--- src/rtl/box_shape_drawer_if.sv ---
`default_nettype none
// ============================================================================
// Module   : box_shape_drawer_if
// Brief    : Shape-draw handshake from the display FSM plus the VGA pixel port.
// Revision : 1.0
// ============================================================================
interface box_shape_drawer_if;
    logic       loadStartAddress;
    logic       startingAddressLoaded;
    logic [1:0] boxIndex;
    logic [7:0] yStart;
    logic [3:0] noteActive;
    logic [7:0] x;
    logic [7:0] y;
    logic [2:0] colour;
    logic       plot;
    logic       shapeDone;
    logic       busy;

    modport master (
        output loadStartAddress, startingAddressLoaded, boxIndex, yStart, noteActive,
        input  x, y, colour, plot, shapeDone, busy
    );

    modport slave (
        input  loadStartAddress, startingAddressLoaded, boxIndex, yStart, noteActive,
        output x, y, colour, plot, shapeDone, busy
    );
endinterface
`default_nettype wire

--- src/rtl/box_shape_drawer.sv ---
`default_nettype none
// ============================================================================
// Module   : box_shape_drawer
// Brief    : Rasterizes one note box per handshake, one pixel per cycle.
//            Optional macro BOX_OUTLINE_EN: plot perimeter pixels only.
// Revision : 1.0
// ============================================================================
module box_shape_drawer #(
    parameter int         BOX_W      = 4,
    parameter int         BOX_H      = 4,
    parameter int         BOX_X0     = 40,
    parameter int         BOX_PITCH  = 40,
    parameter int         GRID_W     = 240,
    parameter int         GRID_H     = 180,
    parameter logic [2:0] ON_COLOUR  = 3'b010,
    parameter logic [2:0] OFF_COLOUR = 3'b111
) (
    input  wire logic           clock,
    input  wire logic           reset,
    box_shape_drawer_if.slave   bus
);

    localparam int c_OXW = (BOX_W > 1) ? $clog2(BOX_W) : 1;
    localparam int c_OYW = (BOX_H > 1) ? $clog2(BOX_H) : 1;
    localparam logic [c_OXW-1:0] c_OX_LAST = c_OXW'(BOX_W - 1);
    localparam logic [c_OYW-1:0] c_OY_LAST = c_OYW'(BOX_H - 1);

    typedef enum logic [1:0] {
        S_IDLE   = 2'd0,
        S_LOADED = 2'd1,
        S_DRAW   = 2'd2,
        S_DONE   = 2'd3
    } state_t;

    state_t           r_state;
    state_t           w_state_nxt;
    logic             w_latch;
    logic             w_start;
    logic             w_last;
    logic             w_edge;
    logic             w_in_grid;
    logic [8:0]       w_sum_x;
    logic [8:0]       w_sum_y;
    logic [8:0]       w_base_x_nxt;

    logic [8:0]       r_base_x;
    logic [7:0]       r_base_y;
    logic [2:0]       r_colour_lat;
    logic [c_OXW-1:0] r_ox;
    logic [c_OYW-1:0] r_oy;
    logic [7:0]       r_x;
    logic [7:0]       r_y;
    logic [2:0]       r_colour;
    logic             r_plot;
    logic             r_shape_done;
    logic             r_busy;

    assign w_base_x_nxt = 9'(BOX_X0) + 9'(bus.boxIndex) * 9'(BOX_PITCH);
    assign w_sum_x      = r_base_x + 9'(r_ox);
    assign w_sum_y      = {1'b0, r_base_y} + 9'(r_oy);
    assign w_in_grid    = (32'(w_sum_x) < GRID_W) && (32'(w_sum_y) < GRID_H);
    assign w_last       = (r_ox == c_OX_LAST) && (r_oy == c_OY_LAST);

`ifdef BOX_OUTLINE_EN
    assign w_edge = (r_ox == '0) || (r_ox == c_OX_LAST) ||
                    (r_oy == '0) || (r_oy == c_OY_LAST);
`else
    assign w_edge = 1'b1;
`endif

    always_ff @(posedge clock) begin
        if (!reset) begin
            r_state <= S_IDLE;
        end else begin
            r_state <= w_state_nxt;
        end
    end

    always_comb begin
        w_state_nxt = r_state;
        w_latch     = 1'b0;
        w_start     = 1'b0;
        case (r_state)
            S_IDLE: begin
                if (bus.loadStartAddress) begin
                    w_latch     = 1'b1;
                    w_state_nxt = S_LOADED;
                end
            end
            S_LOADED: begin
                // A simultaneous load and start draws with the freshly latched values.
                w_latch = bus.loadStartAddress;
                if (bus.startingAddressLoaded) begin
                    w_start     = 1'b1;
                    w_state_nxt = S_DRAW;
                end
            end
            S_DRAW: begin
                if (w_last) begin
                    w_state_nxt = S_DONE;
                end
            end
            S_DONE: begin
                w_state_nxt = S_IDLE;
            end
            default: begin
                w_state_nxt = S_IDLE;
            end
        endcase
    end

    always_ff @(posedge clock) begin
        if (!reset) begin
            r_base_x     <= '0;
            r_base_y     <= '0;
            r_colour_lat <= '0;
            r_ox         <= '0;
            r_oy         <= '0;
        end else begin
            if (w_latch) begin
                r_base_x     <= w_base_x_nxt;
                r_base_y     <= bus.yStart;
                r_colour_lat <= bus.noteActive[bus.boxIndex] ? ON_COLOUR : OFF_COLOUR;
            end
            if (w_start) begin
                r_ox <= '0;
                r_oy <= '0;
            end else if (r_state == S_DRAW) begin
                if (r_ox == c_OX_LAST) begin
                    r_ox <= '0;
                    r_oy <= r_oy + 1'b1;
                end else begin
                    r_ox <= r_ox + 1'b1;
                end
            end
        end
    end

    // Pixel port is one register stage behind the offset counters.
    always_ff @(posedge clock) begin
        if (!reset) begin
            r_x          <= '0;
            r_y          <= '0;
            r_colour     <= '0;
            r_plot       <= 1'b0;
            r_shape_done <= 1'b0;
            r_busy       <= 1'b0;
        end else begin
            r_plot       <= (r_state == S_DRAW) && w_in_grid && w_edge;
            r_shape_done <= (r_state == S_DONE);
            r_busy       <= (r_state != S_IDLE);
            if (r_state == S_DRAW) begin
                r_x      <= w_sum_x[7:0];
                r_y      <= w_sum_y[7:0];
                r_colour <= r_colour_lat;
            end
        end
    end

    assign bus.x         = r_x;
    assign bus.y         = r_y;
    assign bus.colour    = r_colour;
    assign bus.plot      = r_plot;
    assign bus.shapeDone = r_shape_done;
    assign bus.busy      = r_busy;

endmodule
`default_nettype wire

--- src/flat_wrapper.sv ---
// flat-port wrapper written by rule: the top's interface ports become plain ports
module box_shape_drawer_flat 
#(
    parameter int         BOX_W      = 4,
    parameter int         BOX_H      = 4,
    parameter int         BOX_X0     = 40,
    parameter int         BOX_PITCH  = 40,
    parameter int         GRID_W     = 240,
    parameter int         GRID_H     = 180,
    parameter logic [2:0] ON_COLOUR  = 3'b010,
    parameter logic [2:0] OFF_COLOUR = 3'b111
)
  (clock, reset, bus_loadStartAddress, bus_startingAddressLoaded, bus_boxIndex, bus_yStart, bus_noteActive, bus_x, bus_y, bus_colour, bus_plot, bus_shapeDone, bus_busy);
  box_shape_drawer_if bus_i ();
  input  wire logic clock;
  input  wire logic reset;
  input wire logic [$bits(bus_i.loadStartAddress)-1:0] bus_loadStartAddress;
  input wire logic [$bits(bus_i.startingAddressLoaded)-1:0] bus_startingAddressLoaded;
  input wire logic [$bits(bus_i.boxIndex)-1:0] bus_boxIndex;
  input wire logic [$bits(bus_i.yStart)-1:0] bus_yStart;
  input wire logic [$bits(bus_i.noteActive)-1:0] bus_noteActive;
  output wire logic [$bits(bus_i.x)-1:0] bus_x;
  output wire logic [$bits(bus_i.y)-1:0] bus_y;
  output wire logic [$bits(bus_i.colour)-1:0] bus_colour;
  output wire logic [$bits(bus_i.plot)-1:0] bus_plot;
  output wire logic [$bits(bus_i.shapeDone)-1:0] bus_shapeDone;
  output wire logic [$bits(bus_i.busy)-1:0] bus_busy;
  assign bus_i.loadStartAddress = bus_loadStartAddress;
  assign bus_i.startingAddressLoaded = bus_startingAddressLoaded;
  assign bus_i.boxIndex = bus_boxIndex;
  assign bus_i.yStart = bus_yStart;
  assign bus_i.noteActive = bus_noteActive;
  assign bus_x = bus_i.x;
  assign bus_y = bus_i.y;
  assign bus_colour = bus_i.colour;
  assign bus_plot = bus_i.plot;
  assign bus_shapeDone = bus_i.shapeDone;
  assign bus_busy = bus_i.busy;
  box_shape_drawer #(.BOX_W(BOX_W), .BOX_H(BOX_H), .BOX_X0(BOX_X0), .BOX_PITCH(BOX_PITCH), .GRID_W(GRID_W), .GRID_H(GRID_H), .ON_COLOUR(ON_COLOUR), .OFF_COLOUR(OFF_COLOUR)) u_core (.clock(clock), .reset(reset), .bus(bus_i));
endmodule
--- config.mk ---
export PLATFORM = sky130hd
export DESIGN_NAME = box_shape_drawer_flat
export DESIGN_NICKNAME = d
export VERILOG_FILES = /design/src/rtl/box_shape_drawer_if.sv /design/src/rtl/box_shape_drawer.sv /design/src/flat_wrapper.sv
export SDC_FILE = /design/constraint.sdc
export NUM_CORES = 1
export LEC_CHECK = 0
export BUFFER_PORTS_ARGS = -buffer_cell sky130_fd_sc_hd__buf_2
export CAP_MARGIN = 5
export CELL_PAD_IN_SITES_DETAIL_PLACEMENT = 1
export CELL_PAD_IN_SITES_GLOBAL_PLACEMENT = 2
export CORE_MARGIN = 3
export CORE_UTILIZATION = 27
export DETAILED_ROUTE_END_ITERATION = 12
export GPL_ROUTABILITY_DRIVEN = 0
export GPL_TIMING_DRIVEN = 0
export PLACE_DENSITY_LB_ADDON = 0.1
export SETUP_SLACK_MARGIN = 0.5
export SYNTH_ARGS = -nofsm -noshare
export SYNTH_HDL_FRONTEND = slang
export SYNTH_SLANG_ARGS = --single-unit
--- constraint.sdc ---
create_clock -name clock -period 1.9 [get_ports clock]
set_clock_uncertainty 0.2 [all_clocks]
set_input_delay 0.19 -clock clock [delete_from_list [all_inputs] [get_ports clock]]
set_output_delay 0.19 -clock clock [all_outputs]
set_load 0.01 [all_outputs]
==> flow_metrics.env, run 1 <==
export IMPL_synth_cells=202
export IMPL_finish_net_count=318
export IMPL_fin_util_pct=47.7
export IMPL_number_of_global_route_vias_before_repair=1767
export IMPL_crit_reg2reg_launch="u_core.r_oy[0]$_SDFFE_PP0P_"
export IMPL_ys_warnings_count=0
export IMPL_num_cts_buffers=5
export IMPL_clock_sinks=39
export IMPL_grt_start_max_net_pins=12
export IMPL_final_cell_mix="sky130_fd_sc_hd__buf_2, sky130_fd_sc_hd__dfxtp_1, sky130_fd_sc_hd__nor2_1"
export IMPL_r2r_end="u_core.bus.plot$_SDFF_PN0_"
export IMPL_initial_antenna_violation_count=0
export IMPL_finalSetupTns_ns=-0.120
export IMPL_period_needed_ns=2.01
export IMPL_drc=0
export IMPL_core_area_sq_um=6390
export IMPL_detailroute_via_count=1703
export IMPL_worst_r2r_path_depth=7
export IMPL_antenna_cells=0
export IMPL_synthesis_area_per_instance_sq_um=8.89
export IMPL_layout_commonest_cell="sky130_fd_sc_hd__buf_2"
export IMPL_vdd_drop_max_v=0.000724
export IMPL_cp_data_required_time_ns=1.94
export IMPL_critPathCapture="u_core.bus.plot$_SDFF_PN0_"
export IMPL_clock_pin_slew_reported_for_the_worst_setup_and_hold_paths_after_clock_tree_synthesis_ns=0.08
export IMPL_drv_slew=0
export IMPL_clk_insertion_delay_late_ns=0.29
export IMPL_worst_setup_path_start_kind="flip-flop"
export IMPL_run_status="complete, but fails checks"
export IMPL_die_height_um=87.6
export IMPL_worst_slew_margin_rel_pct=51.8
export IMPL_postSynth_asyncResetShare_pct=0
export IMPL_postRouteWirelength_mm=5.66
export IMPL_top_level_ports=40
export IMPL_failed_checks="setup timing"
export IMPL_report_final_setup_viol=2
export IMPL_die_width_um=87.6
export IMPL_powerDensity_nw_per_um2=1250
export IMPL_drt_pass1_iterations=4
export IMPL_number_of_violations_of_the_max_capacitance_limit=0
export IMPL_wl_per_cell_um=15.5
export IMPL_start_util_pct=28.1
export IMPL_drive_above_1_share_pct=54.5
export IMPL_netlist_area_sq_um=1800
export IMPL_post_drt_via_cell_ratio=4.67
export IMPL_cts_root_buffer="sky130_fd_sc_hd__clkbuf_8"
export IMPL_synth_edf_count=0
export IMPL_grt_use_met2_pct=26.4
export IMPL_globalRoute_busiestLayer="met2"
export IMPL_dp_final_hpwl_mm=3.44
export IMPL_worst_slack_ns=-0.107
export IMPL_timing_final_crit_share_pct=106
export IMPL_finalHoldViolations=0
export IMPL_worst_r2r_setup_slack_ns=-0.11
export IMPL_hold_class="input pin to flip-flop"
export IMPL_postSynthNetCount=232
export IMPL_grt_first_pass_wirelength_mm=9.05
export IMPL_timing_critical_path_to_type="flip-flop"
export IMPL_postRouteAntennaNets=0
export IMPL_cts_tree="built"
export IMPL_worst_pin_slew_ns=0.724
export IMPL_p_leak_uw=0.00126
export IMPL_yosys_register_bits=39
export IMPL_cts_max_path_buffers=2
export IMPL_synth_cell_types=37
export IMPL_critPathKind="flip-flop to flip-flop"
export IMPL_areaGrowthSynthToFinish_pct=69.4
export IMPL_worst_ep_arrival_time_ns=2.04
export IMPL_crit_path_start="u_core.r_oy[0]$_SDFFE_PP0P_"
export IMPL_fp_dieArea_sq_um=7670
export IMPL_port_buffers=38
export IMPL_row_count=29
export IMPL_ys_seq_area_share_pct=43.5
export IMPL_gr_usage_met3_pct=3.01
export IMPL_cp_max_fo=4
export IMPL_max_freq_mhz=498
export IMPL_most_used_flip_flop_cell_after_synthesis="sky130_fd_sc_hd__dfxtp_1"
export IMPL_preCtsSetupSlack_ns=-0.204
export IMPL_setup_repair_after_global_routing_missed_its_margin="yes"
export IMPL_grt_total_usage_pct=15.5
export IMPL_global_route_overflow_total=0
export IMPL_met1_usage_pct=20.2
export IMPL_drt_first_iter_violations=34
export IMPL_htree_levels=2
-- logic make-up (layout without fill, tap and decap cells) --
kind of cell	after synthesis	after routing	share of synthesized area, %
compound gates	34	35	12.3
xor+xnor	8	8	3.90
fa+ha+maj	12	12	8.77
buf+inv	22	106	5.50
flops	39	39	43.5
mux	15	15	9.12
other cells	1	1	0.209
simple gates	71	72	16.7
-- stage by stage --
stage	total power (uW)	std cells	cell area [sq um]	hold WS (ns)
4_1_cts	3600	355	2810	0.0188
2_1_floorplan	1950	202	1920	0.0856
3_5_place_dp	2270	317	2210	0.238
6_report	3800	365	3040	0.0256
5_1_grt	4090	365	3040	0.0333
3_3_place_gp	2260	317	2210	0.238
-- flip-flops by register name (all words and copies together) (netlist names) --
register / flops
u_core.r_ox: 2
u_core.bus.x: 6
u_core.bus.shapeDone: 1
u_core.r_base_y: 8
u_core.bus.busy: 1
u_core.r_oy: 2
u_core.r_colour_lat: 2
u_core.r_base_x: 4
u_core.bus.colour: 2
u_core.bus.plot: 1
u_core.r_state: 2
u_core.bus.y: 8
-- timing repair --
action	in CTS	in global routing
setup endpoints to repair	34	37
gates cloned	4	0
setup buffers	18	10
hold buffers	9	0
hold endpoints to repair	9	0
gates resized for setup	57	37
pin swaps	35	29
-- cell usage after synthesis (2+ instances only) --
library cell,number,area (sq um)
sky130_fd_sc_hd__clkbuf_1,3,11.3
sky130_fd_sc_hd__buf_2,4,20.0
sky130_fd_sc_hd__buf_4,3,22.5
sky130_fd_sc_hd__mux2i_1,13,130
sky130_fd_sc_hd__xnor2_1,3,26.3
sky130_fd_sc_hd__nand2b_1,2,12.5
sky130_fd_sc_hd__o21ai_0,2,10.0
sky130_fd_sc_hd__inv_1,10,37.5
sky130_fd_sc_hd__nand3_1,3,15.0
sky130_fd_sc_hd__a21oi_1,15,75.1
sky130_fd_sc_hd__ha_1,11,138
sky130_fd_sc_hd__nor2_1,32,120
sky130_fd_sc_hd__a211oi_1,9,67.6
sky130_fd_sc_hd__xor2_1,5,43.8
sky130_fd_sc_hd__dfxtp_1,39,781
sky130_fd_sc_hd__nand2_1,27,101
-- report_power, final --
group | internal [uW] | total, uW | leakage [uW] | switching (uW)
Clock | 332 | 625 | 0.0000495 | 293
Sequential | 1010 | 1170 | 0.000322 | 165
Combinational | 1050 | 2000 | 0.000890 | 945
Total | 2400 | 3800 | 0.00126 | 1400
-- layout make-up --
class | count | area [sq um]
clock buffer | 7 | 97.6
sequential | 39 | 800
fill | 717 | 3340
inverter | 11 | 46.3
buffer | 11 | 105
multi-input combinational | 143 | 1310
tap | 77 | 96.3
timing repair buffer | 77 | 594
-- worst max-delay path: stages (launching register included) --
cell and delay, ns:
sky130_fd_sc_hd__dfxtp_4 0.36, sky130_fd_sc_hd__ha_4 0.14, sky130_fd_sc_hd__inv_2 0.04, sky130_fd_sc_hd__fa_2 0.38
sky130_fd_sc_hd__nand2b_4 0.15, sky130_fd_sc_hd__mux2_4 0.26, sky130_fd_sc_hd__a211oi_2 0.20, sky130_fd_sc_hd__o221a_2 0.23
-- worst min-delay path by stage --
stage               cells past startpoint  slack (ns)                               to       startpoint
global route                            3        0.03     u_core.bus.y[6]$_SDFFE_PN0P_            reset
floorplan                               1        0.09  u_core.r_base_x[3]$_SDFFE_PN0P_  bus_boxIndex[0]
detailed placement                      3        0.24  u_core.r_base_y[2]$_SDFFE_PN0P_    bus_yStart[2]
global placement                        3        0.24  u_core.r_base_y[2]$_SDFFE_PN0P_    bus_yStart[2]
CTS                                     3        0.02     u_core.bus.y[6]$_SDFFE_PN0P_            reset
finish                                  3        0.03     u_core.bus.y[6]$_SDFFE_PN0P_            reset
-- routing by layer --
metal  share of wire [%]  vias up
li1                    -      845
met1                  47      823
met2                  49       30
met3                 3.6        5
met4                0.71        0
met5                   0        -
No activity file was read; power rests on OpenSTA's default activity.
==> run 2, diff against run 1 <==
ABC_AREA = 1   (was unset)
==> run 2 against run 1 <==
Net effect: the flow now finishes without violations; combinational power grew 19%; core utilization rose by 2.7 points; flip-flop and latch count did not move; register-to-register slack gained 0.19 ns; count of clock-buffer cells in the layout up 1; critical path depth up 2; synthesized cell count rose by 12%.
==> flow_metrics.env, run 2 <==
export IMPL_wl_per_cell_um=15.1
export IMPL_drv_slew=0
export IMPL_synth_top_cell_area_share_pct=44.7
export IMPL_fin_util_pct=50.4
export IMPL_number_of_violations_of_the_max_capacitance_limit=0
export IMPL_start_util_pct=28.7
export IMPL_cts_tree="built"
export IMPL_cts_root_buffer="sky130_fd_sc_hd__clkbuf_8"
export IMPL_cp_max_fo=3
export IMPL_antenna_cells=0
export IMPL_finish_net_count=338
export IMPL_detailed_place_area_sq_um=2100
export IMPL_fp_dieArea_sq_um=7470
export IMPL_yosys_top_cells_area="sky130_fd_sc_hd__dfxtp_1, sky130_fd_sc_hd__ha_1, sky130_fd_sc_hd__o21ai_0"
export IMPL_max_freq_mhz=551
export IMPL_synth_cell_types=26
export IMPL_cp_data_required_time_ns=1.93
export IMPL_post_synth_most_frequent_cells="sky130_fd_sc_hd__dfxtp_1, sky130_fd_sc_hd__nand2_1, sky130_fd_sc_hd__nor2_1"
export IMPL_number_of_global_route_vias_before_repair=1803
export IMPL_p_leak_uw=0.00135
export IMPL_yosys_register_bits=39
export IMPL_layout_commonest_cell="sky130_fd_sc_hd__buf_2"
export IMPL_setup_repair_after_global_routing_missed_its_margin="yes"
export IMPL_areaGrowthSynthToFinish_pct=75.9
export IMPL_drt_pass1_iterations=4
export IMPL_synth_edf_count=0
export IMPL_timing_final_crit_share_pct=95.5
export IMPL_postSynth_asyncResetShare_pct=0
export IMPL_core_area_sq_um=6100
export IMPL_vdd_drop_max_v=0.000721
export IMPL_die_height_um=86.4
export IMPL_timing_critical_path_to_type="flip-flop"
export IMPL_netlist_area_sq_um=1750
export IMPL_grt_first_pass_wirelength_mm=8.88
export IMPL_postRouteAntennaNets=0
export IMPL_final_cell_mix="sky130_fd_sc_hd__buf_2, sky130_fd_sc_hd__dfxtp_1, sky130_fd_sc_hd__nand2_1"
export IMPL_global_route_overflow_total=0
export IMPL_port_buffers=38
export IMPL_postRouteWirelength_mm=5.80
export IMPL_worst_slew_margin_rel_pct=49.0
export IMPL_run_status="complete, no violations"
export IMPL_top_level_ports=40
export IMPL_finalHoldViolations=0
export IMPL_ys_seq_area_share_pct=44.7
export IMPL_drc=0
export IMPL_report_final_setup_viol=0
export IMPL_worst_pin_slew_ns=0.764
export IMPL_period_needed_ns=1.82
export IMPL_num_cts_buffers=5
export IMPL_htree_levels=2
export IMPL_cts_max_path_buffers=2
export IMPL_die_width_um=86.4
export IMPL_route_met3_wl_um=188
export IMPL_met1_routed_wirelength_after_detailed_routing_mm=2.68
export IMPL_route_top_layer_used="met4"
export IMPL_critPathKind="flip-flop to flip-flop"
export IMPL_finish_instance_area_sq_um=3070
export IMPL_ys_warnings_count=0
export IMPL_initial_antenna_violation_count=0
export IMPL_dp_final_hpwl_mm=3.55
export IMPL_detailroute_wirelength_met2_mm=2.88
export IMPL_detailroute_via_count=1782
export IMPL_synth_most_common_cell="sky130_fd_sc_hd__dfxtp_1"
export IMPL_post_drt_via_cell_ratio=4.64
export IMPL_clk_insertion_delay_late_ns=0.29
export IMPL_drive_above_1_share_pct=55.0
export IMPL_worst_ep_arrival_time_ns=1.84
export IMPL_clock_pin_slew_reported_for_the_worst_setup_and_hold_paths_after_clock_tree_synthesis_ns=0.08
export IMPL_most_used_flip_flop_cell_after_synthesis="sky130_fd_sc_hd__dfxtp_1"
export IMPL_clock_sinks=39
export IMPL_synthesis_area_per_instance_sq_um=7.73
export IMPL_powerDensity_nw_per_um2=1390
export IMPL_hold_class="input pin to flip-flop"
export IMPL_grt_start_max_net_pins=12
export IMPL_row_count=28
export IMPL_worst_setup_path_start_kind="flip-flop"
export IMPL_drt_first_iter_violations=72
export IMPL_post_synth_top_area_cell="sky130_fd_sc_hd__dfxtp_1"
export IMPL_postSynthNetCount=256
export IMPL_grt_total_usage_pct=15.4
export IMPL_synth_cells=226
[run 2: changes by cell type in the layout (fill, tap and decap cells not counted), moves of 4 or more]
cell / previous run / this run
sky130_fd_sc_hd__a211oi_2: 8 / 1
sky130_fd_sc_hd__buf_4: 17 / 12
sky130_fd_sc_hd__buf_6: 14 / 10
sky130_fd_sc_hd__inv_1: 7 / 18
sky130_fd_sc_hd__mux2i_1: 12 / 0
sky130_fd_sc_hd__nand2_1: 13 / 21
sky130_fd_sc_hd__nand2_2: 9 / 5
sky130_fd_sc_hd__nand3_2: 1 / 6
sky130_fd_sc_hd__nor2_1: 23 / 19
sky130_fd_sc_hd__o21ai_1: 0 / 8
sky130_fd_sc_hd__o21ai_2: 0 / 20
[run 2: layout make-up]
class	instances	area [sq um]
well taps	75	93.8
repair buffers	74	598
plain buffers	11	134
fillers	716	3020
multi-input cells	148	1210
repair inverters	1	7.51
clock buffers	8	100
flip-flops and latches	39	796
inverters	28	130
[run 2: per-layer routing]
layer,global-route usage (%),up-vias
li1,-,895
met1,20.1,850
met2,25.8,31
met3,3.14,6
met4,4.25,0
met5,0,-
[run 2: final timing paths]
| path | slack [ns] | from | depth (start not counted) | endpoint |
|---|---|---|---|---|
| setup reg to reg | 0.08 | u_core.r_base_y[0]$_SDFFE_PN0P_ | 9 | u_core.bus.plot$_SDFF_PN0_ |
| hold reg to reg | 0.28 | u_core.r_base_y[4]$_SDFFE_PN0P_ | 2 | u_core.r_base_y[4]$_SDFFE_PN0P_ |
| hold / removal | 0.05 | bus_boxIndex[1] | 3 | u_core.r_colour_lat[0]$_SDFFE_PN0P_ |
| setup / recovery | 0.08 | u_core.r_base_y[0]$_SDFFE_PN0P_ | 9 | u_core.bus.plot$_SDFF_PN0_ |
[run 2: logic make-up after synthesis]
| family | Yosys count | share of synthesized area, % |
|---|---|---|
| adder cells (fa/ha/maj) | 12 | 9.03 |
| flip-flops | 39 | 44.7 |
| AO/OA/AOI/OAI | 58 | 17.9 |
| other | 1 | 0.215 |
| AND/OR/NAND/NOR | 75 | 17.8 |
| XOR/XNOR | 2 | 1.00 |
| buffers and inverters | 39 | 9.31 |
[run 2: power breakdown]
part	switching, uW	internal [uW]
Clock	310	332
Combinational	1150	1220
Sequential	201	1060
[run 2: per-stage QoR]
step	instances	setup TNS, ns	worst slack [ns]	hold slack [ns]	power (uW)
after floorplan	226	0	0.209	0.0800	2000
after global routing	384	-0.0138	-0.0138	0.0627	4550
after global placement	339	0	0.0165	0.249	2400
after detailed placement	339	0	0.0343	0.256	2400
after CTS	373	0	0.0637	0.0163	3630
final	384	0	0.0848	0.0542	4270
[run 2: critical path, stage by stage (launching register included)]
cell	delay, ns
sky130_fd_sc_hd__dfxtp_2	0.37
sky130_fd_sc_hd__ha_4	0.15
sky130_fd_sc_hd__inv_2	0.04
sky130_fd_sc_hd__fa_2	0.38
sky130_fd_sc_hd__nor2_4	0.13
sky130_fd_sc_hd__nand3_2	0.09
sky130_fd_sc_hd__nand2_2	0.07
sky130_fd_sc_hd__nand2_2	0.05
sky130_fd_sc_hd__o21bai_1	0.15
sky130_fd_sc_hd__a21oi_1	0.13
[run 2: timing repair]
item,4_1_cts,5_1_grt
gates cloned,4,0
setup buffers,11,11
pin swaps,12,33
hold buffers,11,0
resized for setup,57,98
endpoints found under the setup margin,37,35
endpoints found under the hold margin,10,0
==> run 3, diff against run 2 <==
MAX_ROUTING_LAYER = met4   (was unset)
==> run 3 against run 2 <==
Net effect: flip-flop and latch count is the same; worst hold slack is essentially flat; combinational power is essentially flat; global-route usage grew 0.39 points; cell count is the same; critical endpoint unchanged; largest cell class unchanged; largest power group unchanged; maximum frequency is essentially flat; via count is essentially flat; sequential power is essentially flat.
==> flow_metrics.env, run 3 (synthesis gave the netlist of run 2 again) <==
export IMPL_slowest_stage="sky130_fd_sc_hd__fa_2"
export IMPL_start_util_pct=28.7
export IMPL_critPathCapture="u_core.bus.plot$_SDFF_PN0_"
export IMPL_r2r_end="u_core.bus.plot$_SDFF_PN0_"
export IMPL_hold_class="input pin to flip-flop"
export IMPL_crit_path_start="u_core.r_base_y[0]$_SDFFE_PN0P_"
export IMPL_row_count=28
export IMPL_wl_per_cell_um=15.1
export IMPL_worst_r2r_path_depth=9
export IMPL_p_leak_uw=0.00135
export IMPL_worst_ep_arrival_time_ns=1.84
export IMPL_drt_first_iter_violations=56
export IMPL_cts_max_path_buffers=2
export IMPL_areaGrowthSynthToFinish_pct=75.9
export IMPL_finalHoldViolations=0
export IMPL_cts_tree="built"
export IMPL_switching_power_uw=1660
export IMPL_clk_insertion_delay_late_ns=0.29
export IMPL_postRouteWirelength_mm=5.79
export IMPL_finish_instance_area_sq_um=3070
export IMPL_clock_pin_slew_reported_for_the_worst_setup_and_hold_paths_after_clock_tree_synthesis_ns=0.08
export IMPL_worst_r2r_setup_slack_ns=0.08
export IMPL_report_final_setup_viol=0
export IMPL_critPathKind="flip-flop to flip-flop"
export IMPL_drv_slew=0
export IMPL_core_area_sq_um=6100
export IMPL_timing_critical_path_to_type="flip-flop"
export IMPL_final_fill_count=716
export IMPL_setup_repair_after_global_routing_missed_its_margin="yes"
export IMPL_number_of_global_route_vias_before_repair=1808
export IMPL_crit_path_cell_trace="ha_4 > inv_2 > fa_2 > nor2_4 > nand3_2 > nand2_2 > nand2_2 > o21bai_1 > a21oi_1"
export IMPL_grt_total_usage_pct=15.8
export IMPL_clock_sinks=39
export IMPL_seq_power_share_pct=29.6
export IMPL_powerDensity_nw_per_um2=1390
export IMPL_post_drt_via_cell_ratio=4.64
export IMPL_cp_max_fo=3
export IMPL_drt_pass1_iterations=4
export IMPL_htree_levels=2
export IMPL_cts_root_buffer="sky130_fd_sc_hd__clkbuf_8"
export IMPL_worst_pin_slew_ns=0.765
export IMPL_max_freq_mhz=550
export IMPL_final_cell_mix="sky130_fd_sc_hd__buf_2, sky130_fd_sc_hd__dfxtp_1, sky130_fd_sc_hd__nand2_1"
export IMPL_finish_net_count=338
export IMPL_detailed_place_area_sq_um=2100
export IMPL_die_width_um=86.4
export IMPL_crit_reg2reg_launch="u_core.r_base_y[0]$_SDFFE_PN0P_"
export IMPL_layout_commonest_cell="sky130_fd_sc_hd__buf_2"
export IMPL_fin_util_pct=50.4
export IMPL_vdd_drop_max_v=0.000721
export IMPL_grt_first_pass_wirelength_mm=8.86
export IMPL_antenna_cells=0
export IMPL_die_height_um=86.4
export IMPL_grt_start_max_net_pins=12
export IMPL_run_status="complete, no violations"
export IMPL_drive_above_1_share_pct=55.0
export IMPL_dp_final_hpwl_mm=3.55
export IMPL_global_route_overflow_total=0
export IMPL_drc=0
export IMPL_worst_setup_path_start_kind="flip-flop"
export IMPL_detailroute_via_count=1781
export IMPL_power_share_clock_pct=15.0
export IMPL_power_share_combinational_pct=55.4
export IMPL_sw_frac_of_total_pct=38.8
export IMPL_initial_antenna_violation_count=0
export IMPL_p_int_uw=2610
export IMPL_number_of_violations_of_the_max_capacitance_limit=0
export IMPL_period_needed_ns=1.82
export IMPL_fin_total_pwr_uw=4270
export IMPL_worst_slew_margin_rel_pct=49.0
export IMPL_fp_dieArea_sq_um=7470
export IMPL_worst_path_most_repeated_cell="sky130_fd_sc_hd__nand2_2"
export IMPL_timing_critical_path_slowest_cell_delay_ns=0.38
export IMPL_num_cts_buffers=5
export IMPL_top_level_ports=40
export IMPL_postRouteAntennaNets=0
export IMPL_cp_data_required_time_ns=1.93
export IMPL_timing_final_crit_share_pct=95.6
export IMPL_port_buffers=38
-- run 3: timing repair --
action	in CTS	in global routing
setup endpoints to repair	37	35
pin swaps	12	33
resized for setup	57	98
hold endpoints to repair	10	0
gates cloned	4	0
buffers inserted	11	11
hold buffers	11	0
-- run 3: power by group through the flow --
| stage | Clock, uW | Sequential [uW] | Combinational (uW) |
|---|---|---|---|
| 6_report | 642 | 1260 | 2370 |
| 5_1_grt | 693 | 1290 | 2570 |
| 4_1_cts | 661 | 1230 | 1740 |
| 3_5_place_dp | 0 | 1220 | 1180 |
| 3_3_place_gp | 0 | 1220 | 1180 |
| 2_1_floorplan | 0 | 1250 | 749 |
-- run 3: cell type report --
class / instances / area (sq um) / share of cell area (%)
timing repair buffer: 74 / 598 / 19.5
timing repair inverter: 1 / 7.51 / 0.244
buffer: 11 / 134 / 4.36
inverter: 28 / 130 / 4.23
clock buffer: 8 / 100 / 3.26
tap: 75 / 93.8 / 3.05
sequential: 39 / 796 / 25.9
multi-input combinational: 148 / 1210 / 39.5
-- run 3: worst min-delay path by stage --
stage                     slack (ns)                                  end                                 from  cells after the start
after CTS                       0.02           u_core.bus.busy$_SDFF_PN0_                                reset                      3
after global placement          0.25         u_core.bus.x[0]$_SDFFE_PN0P_         u_core.bus.x[0]$_SDFFE_PN0P_                      2
after global routing            0.06  u_core.r_colour_lat[0]$_SDFFE_PN0P_                      bus_boxIndex[1]                      3
after floorplan                 0.08      u_core.r_base_x[3]$_SDFFE_PN0P_                      bus_boxIndex[0]                      1
after detailed placement        0.26  u_core.r_colour_lat[1]$_SDFFE_PN0P_  u_core.r_colour_lat[1]$_SDFFE_PN0P_                      2
final                           0.05  u_core.r_colour_lat[0]$_SDFFE_PN0P_                      bus_boxIndex[1]                      3
-- run 3: per-layer routing --
| metal | GRT usage (%) | vias to the layer above | routed length [um] |
|---|---|---|---|
| met5 | - | - | 0 |
| met1 | 20.2 | 850 | 2690 |
| met4 | 4.25 | 0 | 47 |
| met2 | 25.7 | 29 | 2880 |
| met3 | 2.85 | 6 | 170 |
| li1 | - | 896 | - |
-- run 3: worst max-delay path: cells and delay by family (launching register included) --
kind	cells	cell delay, ns
adder cells (fa/ha/maj)	2	0.53
flip-flops	1	0.37
AND/OR/NAND/NOR	4	0.34
AO/OA/AOI/OAI	2	0.28
buffers and inverters	1	0.04
-- run 3: metrics by stage --
step / worst slack [ns] / hold slack (ns) / setup TNS, ns / instances
floorplan: 0.209 / 0.0800 / 0 / 226
global placement: 0.0165 / 0.249 / 0 / 339
detailed placement: 0.0343 / 0.256 / 0 / 339
CTS: 0.0637 / 0.0163 / 0 / 373
global route: -0.0138 / 0.0628 / -0.0138 / 384
finish: 0.0832 / 0.0544 / 0 / 384
